`src/rtl/nrisc_firq_ctrl.sv`:
```
// Fast-interrupt sequencer for the NRISC core: stalls at an instruction boundary,
// saves the return PC, vectors to the serviced source and swaps in the FIRQ register bank.
`ifndef TAM
`define TAM 16
`endif

module nrisc_firq_ctrl #(
  parameter int unsigned        TAM      = `TAM,
  parameter int unsigned        NIRQ     = 4,
  parameter logic [TAM-1:0]     VEC_BASE = TAM'(16'h0010)
) (
  input  logic            clk,
  input  logic            rst,
  input  logic [NIRQ-1:0] irq_in,
  input  logic            irq_en_we,
  input  logic [NIRQ-1:0] irq_en_d,
  input  logic [TAM-1:0]  core_pc,
  input  logic            core_stall_ack,
  input  logic            reti,
  output logic            core_stall_req,
  output logic            redirect,
  output logic [TAM-1:0]  redirect_pc,
  output logic            bank_sel,
  output logic            irq_active,
  output logic [2:0]      irq_id,
  output logic [TAM-1:0]  epc,
  output logic [NIRQ-1:0] irq_pend
);

  localparam logic [2:0] S_IDLE   = 3'd0;
  localparam logic [2:0] S_DRAIN  = 3'd1;
  localparam logic [2:0] S_ENTER  = 3'd2;
  localparam logic [2:0] S_ACTIVE = 3'd3;
  localparam logic [2:0] S_EXIT   = 3'd4;

  logic [2:0]      state;
  logic [NIRQ-1:0] en;
  logic [2:0]      pend_id;
  logic [TAM-1:0]  vec_pc;

  assign irq_pend = irq_in & en;

  // Fixed priority: scanning from the top down lets the lowest set index win.
  always_comb begin
    // NOTE: every always_comb output gets a default first so no latch is inferred.
    pend_id = 3'd0;
    for (int i = NIRQ - 1; i >= 0; i--) begin
      if (irq_pend[i]) pend_id = 3'(i);
    end
  end

  assign vec_pc = VEC_BASE + TAM'({pend_id, 2'b00});

  always_ff @(posedge clk) begin
    if (rst) begin
      // NOTE: sequential state uses non-blocking assignments so every register
      // samples the pre-edge values, independent of statement order.
      state          <= S_IDLE;
      en             <= '0;
      core_stall_req <= 1'b0;
      redirect       <= 1'b0;
      redirect_pc    <= '0;
      bank_sel       <= 1'b0;
      irq_active     <= 1'b0;
      irq_id         <= 3'd0;
      epc            <= '0;
    end else begin
      if (irq_en_we) en <= irq_en_d;

      case (state)
        S_IDLE: begin
          if (|irq_pend) begin
            state          <= S_DRAIN;
            core_stall_req <= 1'b1;
          end
        end

        // A withdrawn or masked request aborts the entry even if the core acks now.
        S_DRAIN: begin
          if (~|irq_pend) begin
            state          <= S_IDLE;
            core_stall_req <= 1'b0;
          end else if (core_stall_ack) begin
            state       <= S_ENTER;
            epc         <= core_pc;
            irq_id      <= pend_id;
            redirect    <= 1'b1;
            redirect_pc <= vec_pc;
            bank_sel    <= 1'b1;
            irq_active  <= 1'b1;
          end
        end

        S_ENTER: begin
          state          <= S_ACTIVE;
          redirect       <= 1'b0;
          core_stall_req <= 1'b0;
        end

        // No nesting: new requests wait until the handler has returned.
        S_ACTIVE: begin
          if (reti) begin
            state       <= S_EXIT;
            redirect    <= 1'b1;
            redirect_pc <= epc;
          end
        end

        S_EXIT: begin
          state      <= S_IDLE;
          redirect   <= 1'b0;
          bank_sel   <= 1'b0;
          irq_active <= 1'b0;
        end

        default: state <= S_IDLE;
      endcase
    end
  end

endmodule

```
`config.mk`:
```
export PLATFORM = sky130hd
export DESIGN_NAME = nrisc_firq_ctrl
export DESIGN_NICKNAME = d
export VERILOG_FILES = /design/src/rtl/nrisc_firq_ctrl.sv
export SDC_FILE = /design/constraint.sdc
export NUM_CORES = 1
export LEC_CHECK = 0
export BUFFER_PORTS_ARGS = -buffer_cell sky130_fd_sc_hd__buf_2
export CAP_MARGIN = 20
export CORE_UTILIZATION = 40
export DETAILED_ROUTE_END_ITERATION = 8
export PLACE_DENSITY = 0.69
export SYNTH_ARGS = -nofsm -noshare
export SYNTH_HDL_FRONTEND = slang
export SYNTH_SLANG_ARGS = --single-unit
```
`constraint.sdc`:
```
create_clock -name clk -period 1.9 [get_ports clk]
set_clock_uncertainty 0.1 [all_clocks]
set_input_delay 0.19 -clock clk [delete_from_list [all_inputs] [get_ports clk]]
set_output_delay 0.19 -clock clk [all_outputs]
set_load 0.01 [all_outputs]
```
==> results of run 1 <==
## placed cells by master (no fill, tap or decap), types with 2 or more instances in the layout
cell type / count
sky130_fd_sc_hd__buf_2: 70
sky130_fd_sc_hd__dfxtp_1: 44
sky130_fd_sc_hd__nor2_1: 26
sky130_fd_sc_hd__mux2i_1: 20
sky130_fd_sc_hd__nand2_1: 17
sky130_fd_sc_hd__nand3b_1: 14
sky130_fd_sc_hd__o21ai_0: 13
sky130_fd_sc_hd__buf_4: 7
sky130_fd_sc_hd__inv_1: 5
sky130_fd_sc_hd__clkbuf_8: 5
sky130_fd_sc_hd__and2_1: 4
sky130_fd_sc_hd__a21oi_1: 3
sky130_fd_sc_hd__nor2b_1: 3
sky130_fd_sc_hd__nor3_2: 3
sky130_fd_sc_hd__a211oi_1: 3
sky130_fd_sc_hd__nand2b_1: 2
sky130_fd_sc_hd__a2111oi_0: 2
sky130_fd_sc_hd__buf_12: 2
## synth_stat cells, drive strengths merged (2+ instances only)
cell type,n,area share [%]
nor2,26,5.3
o21ai,13,3.5
inv,5,1.0
nand2,17,3.4
mux2i,20,11
a211oi,3,1.2
nand3b,14,5.7
buf,10,4.2
dfxtp,44,47
nor2b,3,1.0
a21oi,3,0.81
clkbuf,7,1.5
and2,4,1.3
a22o,2,1.4
nand2b,2,0.67
a221oi,2,1.3
a2111oi,2,0.94
nor3,4,1.9
## layer usage
layer | part of all wire [%] | GRT usage (%)
met2 | 45 | 25.7
met4 | 1.7 | 6.89
met5 | 0 | 0
met1 | 48 | 23.2
met3 | 5.8 | 5.05
## through the flow
stage               hold slack (ps)  worst slack [ps]  instance area (um2)  total power [mW]
CTS                            17.5               149                 2370              1.86
finish                         21.6               165                 2370              1.83
floorplan                       212               444                 1860              1.07
global route                   16.8              36.3                 2370              1.91
global placement                321               189                 2260              1.13
detailed placement              326               174                 2260              1.13
## worst min-delay path, stage by stage
cell and delay [ps]:
sky130_fd_sc_hd__buf_2 70, sky130_fd_sc_hd__mux2i_1 50, sky130_fd_sc_hd__nor2_1 70
## flip-flops by register name, summed over array words and instances (netlist names)
name,count
epc,16
redirect,1
state,3
redirect_pc,16
en,4
irq_id,2
irq_active,1
core_stall_req,1
## logic make-up (layout without fill, tap and decap cells)
group / count (synthesis) / in the layout
AO/OA/AOI/OAI: 32 / 32
buffers and inverters: 22 / 92
flip-flops: 44 / 44
multiplexers: 21 / 21
other: 1 / 1
AND/OR/NAND/NOR: 74 / 74
## power by group through the flow
stage / sequential (mW) / clock, mW / combinational [mW]
global placement: 0.974 / 0 / 0.157
detailed placement: 0.975 / 0 / 0.158
global route: 0.956 / 0.783 / 0.173
CTS: 0.954 / 0.744 / 0.159
floorplan: 0.976 / 0 / 0.0932
finish: 0.954 / 0.722 / 0.158
## worst paths after layout
path	startpoint	end	slack, ps	cells after the start
max	en[1]	redirect_pc[3]	160	5
min	core_pc[8]	epc[8]	20	3
max reg2reg	en[1]	redirect_pc[3]	160	5
min reg2reg	redirect	redirect	370	2
## area by class of cell
class	instances	area [um2]	area share [%]
flip-flops and latches	44	881	37.1
clock inverters	3	46.3	1.95
well taps	52	65.1	2.74
repair buffers	79	443	18.7
multi-input cells	128	852	35.9
clock buffers	5	68.8	2.90
inverters	5	18.8	0.790
==> impl_summary.md, run 1 <==
Clock network
The number of buffers inserted for hold repair after clock tree synthesis is 0. In this run the number of H-tree levels came out at 2. TritonCTS built the clock tree. The clock sink count is 44. The maximum number of buffers from clock root to sink is 2. Once the clock tree was built, the resizer swapped 0 gates to a different size.

The root buffer cell chosen for the clock tree is sky130_fd_sc_hd__clkbuf_8. The buffers inserted during post-CTS setup optimization is 0. Clock-pin slew was measured on the worst setup and hold paths at 90 ps.

The later pin in the worst-skew pair is clocked with a latency of 290 ps. Buffers inserted during clock tree synthesis total 5.

Critical path
The worst setup path is captured at a register. The largest fanout of any net on the critical path is 19. Data arrives at the worst endpoint at 1860 ps. The stage delay of the slowest cell on the critical path is 590 ps.

The worst setup path is launched from a register. The critical path is of the register to register type. Broken down by cell family, the worst path's largest delay share belongs to compound AO/OA/AOI/OAI gates. The critical path's slowest cell is sky130_fd_sc_hd__o311ai_4.

The required time at the endpoint of the critical path is 2030 ps. Traced cell by cell, the critical path runs through a22o_4, o311ai_4, buf_12, a211oi_1, nor3_2. The critical path buffer and inverter count is 1.

Global route
The initial antenna violation count is 0. For this run the aggregate overflow at the end of global routing stands at 0. The wire length of the first global-routing pass is 6.69 mm.

The maximum number of pins on one net before global-route repair is 20. The number of global-route vias before repair came to 1440. Across every metal layer, demand over resource in global routing totals 17.2%.

Drt
The total wire length after detailed routing is 4.06 mm. The wire length per cell is 12.8 um. The detail route stage leaves a number of antenna-violating nets equal to 0. The remaining design rule violation count is 0. Before antenna repair, the detailed router went through 4 iterations. The via density per instance is 5.09. The first routing iteration left 50 violations. The via total after detailed routing is 1607.

Power and ir drop
Per report_power, the sequential group accounts for 52.0% of the total. The analysis attributes to cell leakage a power of 1.19 nW. In this run switching power makes up 23.1% of total power. Cell internal power was estimated by the tool at 1.41 mW. The worst-case vdd ir drop is 482 uV. The fraction of power consumed by combinational cells is 8.6%. In this run the power spent charging and discharging nets is 0.423 mW.

The clock network accounts for 39.4% of the total power. The power density over the cells is 772 nW/um2.

Synth
The share of synthesized area spent on multiplexers is 11.4%. Of the synthesized area, sequential elements account for 47.4%. The average instance in the mapped netlist occupies 9.58 um2.

The number of nets in the synthesized netlist is 223. Of all flip-flops after synthesis, the portion carrying an async set or reset was 0%. Counting every instance in the synthesized netlist gives 194. The arithmetic-cell share of the synthesized area counting full adders, half adders and majority gates is 0%.

After synthesis the netlist holds a flip-flop and latch count of 44. After Yosys synthesis, XOR and XNOR cells account for 0% of the synthesized area. The distinct cell type count after synthesis is 37. Summing every instance area after synthesis gives 1860 um2.

The synthesized design contains 0 enable-type register cells. Summing the areas of all and, or, nand and nor instances in the mapped netlist gives 20.9% of the synthesized area. The synthesized-area fraction occupied by ao, oa, aoi and oai cells is 13.4%.

The most frequently used flop master after synthesis is sky130_fd_sc_hd__dfxtp_1. By area, the combinational part of the netlist is dominated by simple AND/OR/NAND/NOR gates. The Yosys warning count is 0.

Floorplanning
The floorplan step defined a die boundary enclosing 4920 um2. The die boundary height is 70.2 um. After floorplanning, the core was sized to cover 4410 um2. The number of placement rows is 24. The die is 70.2 um wide. The number of top-level pins is 72. Once the floorplan was initialized, standard cells occupied 42.1% of the core.

Timing
Setup violations remaining at the end of the flow were counted as 0. Setup repair after global routing left no endpoint under its margin. Static timing analysis puts the maximum clock frequency at 0.576 GHz. The final critical-path required period is 1740 ps. Adding up every negative setup slack in the final design gives 0 ps.

The final count of pins violating max slew was 0. Dividing the final minimum period by the clock period gives 91.3%. The relative slew slack is 57.6%. The hold violation total from the final report was 0.

The slew at the pin closest to its max-slew limit is 634 ps.

Cells and area
The number of nets in the layout is 292. The share of cells above drive strength 1 is 36.0%. The layout has 421 filler cells. The final standard cell count with taps included and fillers excluded is 316. The number of antenna diodes in the final layout is 0. The layout overhead on the synthesized area is 27.8%. The post-route core utilization is 53.8%.

Placed design
The count of buffers added on input and output ports is 70. The cell count after placement is 308. The routability congestion estimate is 0.825. Detailed placement ended at an HPWL of 2.97 mm.

Run
The max-cap check violation count is 0.

Worst hold path
The tightest min-delay check is of the input pin to register type.

Run status
The run finished with clean final reports.
(Power assumes the default switching activity.)
==> run 2, diff against run 1 <==
- CORE_MARGIN: not set -> 2
- clock period: 1.9 -> 1.8 ns (I/O delays scaled with it)
==> impl_summary.md, run 2 (same netlist as run 1, synthesis figures left out) <==
Critical path
The critical path's slowest cell is sky130_fd_sc_hd__dfxtp_1. The critical path goes through mux2_2, o311ai_4, buf_4, a221oi_2, nor3_2. The slack of the worst reg-to-reg path is 180 ps (+20 ps). The number of cells traversed by the worst register-to-register path is 5 (unchanged). The endpoint kind of the worst setup timing path is a register. The largest fanout of any net on the critical path came to 17 (-2).

The worst register-to-register path ends at redirect_pc[2]. Broken down by cell family, the worst path's largest delay share belongs to flip-flops. The critical path buffer and inverter count is 1 (unchanged). The reg-to-reg startpoint is state[1]. The required time at the endpoint of the critical path came to 1920 ps (-110 ps). By startpoint and endpoint, the worst setup path is classified as register to register. STA classifies the critical path startpoint as a register.

The worst endpoint data arrival time was 1740 ps (-120 ps). The stage delay of the slowest cell on the critical path came to 460 ps (-130 ps).

Worst hold path
In this run the most critical hold path is launched from core_pc[3]. The path type of the worst min-delay path is input pin to register. The worst hold path terminates at epc[3]. The cell depth of the worst hold path is 3 (unchanged).

Floorplanning
The effective utilization at floorplan is 42.1% (unchanged). The number of top-level pins is 72 (unchanged). The area of the die was 5210 um2 (+5.8%). The die span in x was 72.2 um (+2.9%). The number of placement rows is 24 (unchanged). The die boundary height is 72.2 um (+2.9%). The floorplan core area is 4410 um2 (unchanged).

Clock network
The number of buffers inserted during clock tree synthesis was 5 (unchanged). The clock transition at the registers of the reported paths is 80 ps (about the same). The clock sink count came to 44 (unchanged). The cell at the root of the clock tree is sky130_fd_sc_hd__clkbuf_8. The insertion delay to the later sink of the worst-skew pair is 290 ps (about the same). TritonCTS built the clock tree. The number of buffers inserted for hold repair after clock tree synthesis came to 0 (unchanged).

The number of instances resized during post-cts repair is 0 (unchanged). The maximum number of buffers from clock root to sink is 2 (unchanged). The depth of the CTS H-tree came to 2 (unchanged). The buffers inserted during post-CTS setup optimization came to 0 (unchanged).

Cells and area
The post-route core utilization is 53.4% (-0.40 points). The layout overhead on the synthesized area is 26.9%. The number of nets in the layout is 294 (+0.68%).

The largest registers in the layout are epc: 16 flops, redirect_pc: 16 flops, en: 4 flops. The final non-filler cell area is 2360 um2 (-0.74%). The share of cells above drive strength 1 is 36.1% (+0.11 points). In the layout the commonest cells are sky130_fd_sc_hd__buf_2, sky130_fd_sc_hd__dfxtp_1, sky130_fd_sc_hd__nor2_1, sky130_fd_sc_hd__mux2i_1, sky130_fd_sc_hd__nand2_1. The sequential cell area in the final layout is 881 um2 (unchanged). The area of the multi-input gates is 852 um2 (unchanged). The library cell used most frequently in the layout, excluding fill and tap cells, is sky130_fd_sc_hd__buf_2. The number of filler cells placed in the layout is 417 (-0.95%). The diode insertion count for antenna repair is 0 (unchanged).

Timing
The final count of pins violating max slew is 0 (unchanged). The sum of negative setup slack is 0 ps (unchanged). Setup repair after global routing left no endpoint under its margin.

The maximum achievable frequency is 0.619 GHz (+7.4%). The portion of the clock cycle consumed by the worst path in the final layout is 89.8% (-1.5 points). The final count of negative-setup-slack endpoints is 0 (unchanged). The worst hold margin was 15.4 ps (-6.29 ps).

The hold violation total from the final report is 0 (unchanged). The final critical-path required period is 1620 ps (-119 ps).

Drt
The via density per instance is 4.96 (-2.5%). The wire length per cell is 12.8 um (-0.65%). The DRC violation total after the first TritonRoute iteration is 49 (-2.0%). The remaining design rule violation count is 0 (unchanged).

The remaining antenna violation count came to 0 (unchanged). The total wire length after detailed routing is 4.06 mm (about the same). The detailed-router iteration count before antenna repair is 4 (unchanged). The via total after detailed routing is 1577 (-1.9%).

Power and ir drop
The static leakage is 1.19 nW (-0.34%). The power density over the cells is 806 nW/um2 (+4.4%). The worst-case vdd ir drop is 400 uV (-17%).

Global route
The wire length of the first global-routing pass was 6.60 mm (-1.4%). The total grt overflow came to 0 (unchanged). The maximum number of pins on one net before global-route repair is 22 (+10%).

The number of global-route vias before repair was 1397 (-3.0%). The overall fraction of global-route tracks in use is 16.4% (-0.82 points). The initial antenna violation count is 0 (unchanged).

Run
The max-cap check violation count is 0 (unchanged).

Run status
The run finished with clean final reports.

Placed design
The placed standard-cell area is 2250 um2 (-0.44%). The HPWL after detailed placement is 2.99 mm (+0.67%). The routability congestion estimate is 0.761 (-7.8%). The number of input and output port buffers inserted is 70 (unchanged).
-- run 2: where the power goes --
group          switching (mW)  internal, mW  leakage (nW)
combinational          0.0868        0.0782         0.777
clock                   0.317         0.412        0.0552
sequential             0.0155         0.991         0.356
total                   0.419          1.48          1.19
-- run 2: worst max path at each step --
stage / startpoint / endpoint / slack, ps / depth (start not counted)
after CTS: state[1] / redirect_pc[2] / 190 / 5
after floorplan: en[1] / epc[0] / 340 / 5
after global routing: en[1] / epc[15] / 80 / 5
final: state[1] / redirect_pc[2] / 180 / 5
after detailed placement: state[1] / redirect_pc[2] / 200 / 5
after global placement: state[1] / redirect_pc[2] / 210 / 5
-- run 2: routing by layer --
layer	GRT usage, %	routed length (um)	vias to the layer above	share of wire (%)
met5	0	0	-	0
met4	6.50	42	0	1.0
met3	4.44	249	2	6.1
met2	24.8	1890	48	46
met1	22.3	1880	721	46
li1	-	-	806	-
-- run 2: final cells by class --
cell class	instances	share of cell area, %
Timing Repair Buffer	81	18.4
Clock buffer	6	3.08
Tap cell	52	2.76
Multi-Input combinational cell	128	36.1
Sequential cell	44	37.4
Inverter	5	0.796
Clock inverter	2	1.49
-- run 2: worst register-to-register path, stage by stage, from the launching register on --
cell,delay (ps)
sky130_fd_sc_hd__dfxtp_1,460
sky130_fd_sc_hd__mux2_2,400
sky130_fd_sc_hd__o311ai_4,120
sky130_fd_sc_hd__buf_4,280
sky130_fd_sc_hd__a221oi_2,60
sky130_fd_sc_hd__nor3_2,140
-- run 2: through the flow --
step                power [mW]  setup WS, ps  instances
floorplan                 1.13           344        194
CTS                       1.93           189        318
global placement          1.19           208        310
detailed placement        1.20           201        310
global route              1.99          76.5        318
finish                    1.90           184        318
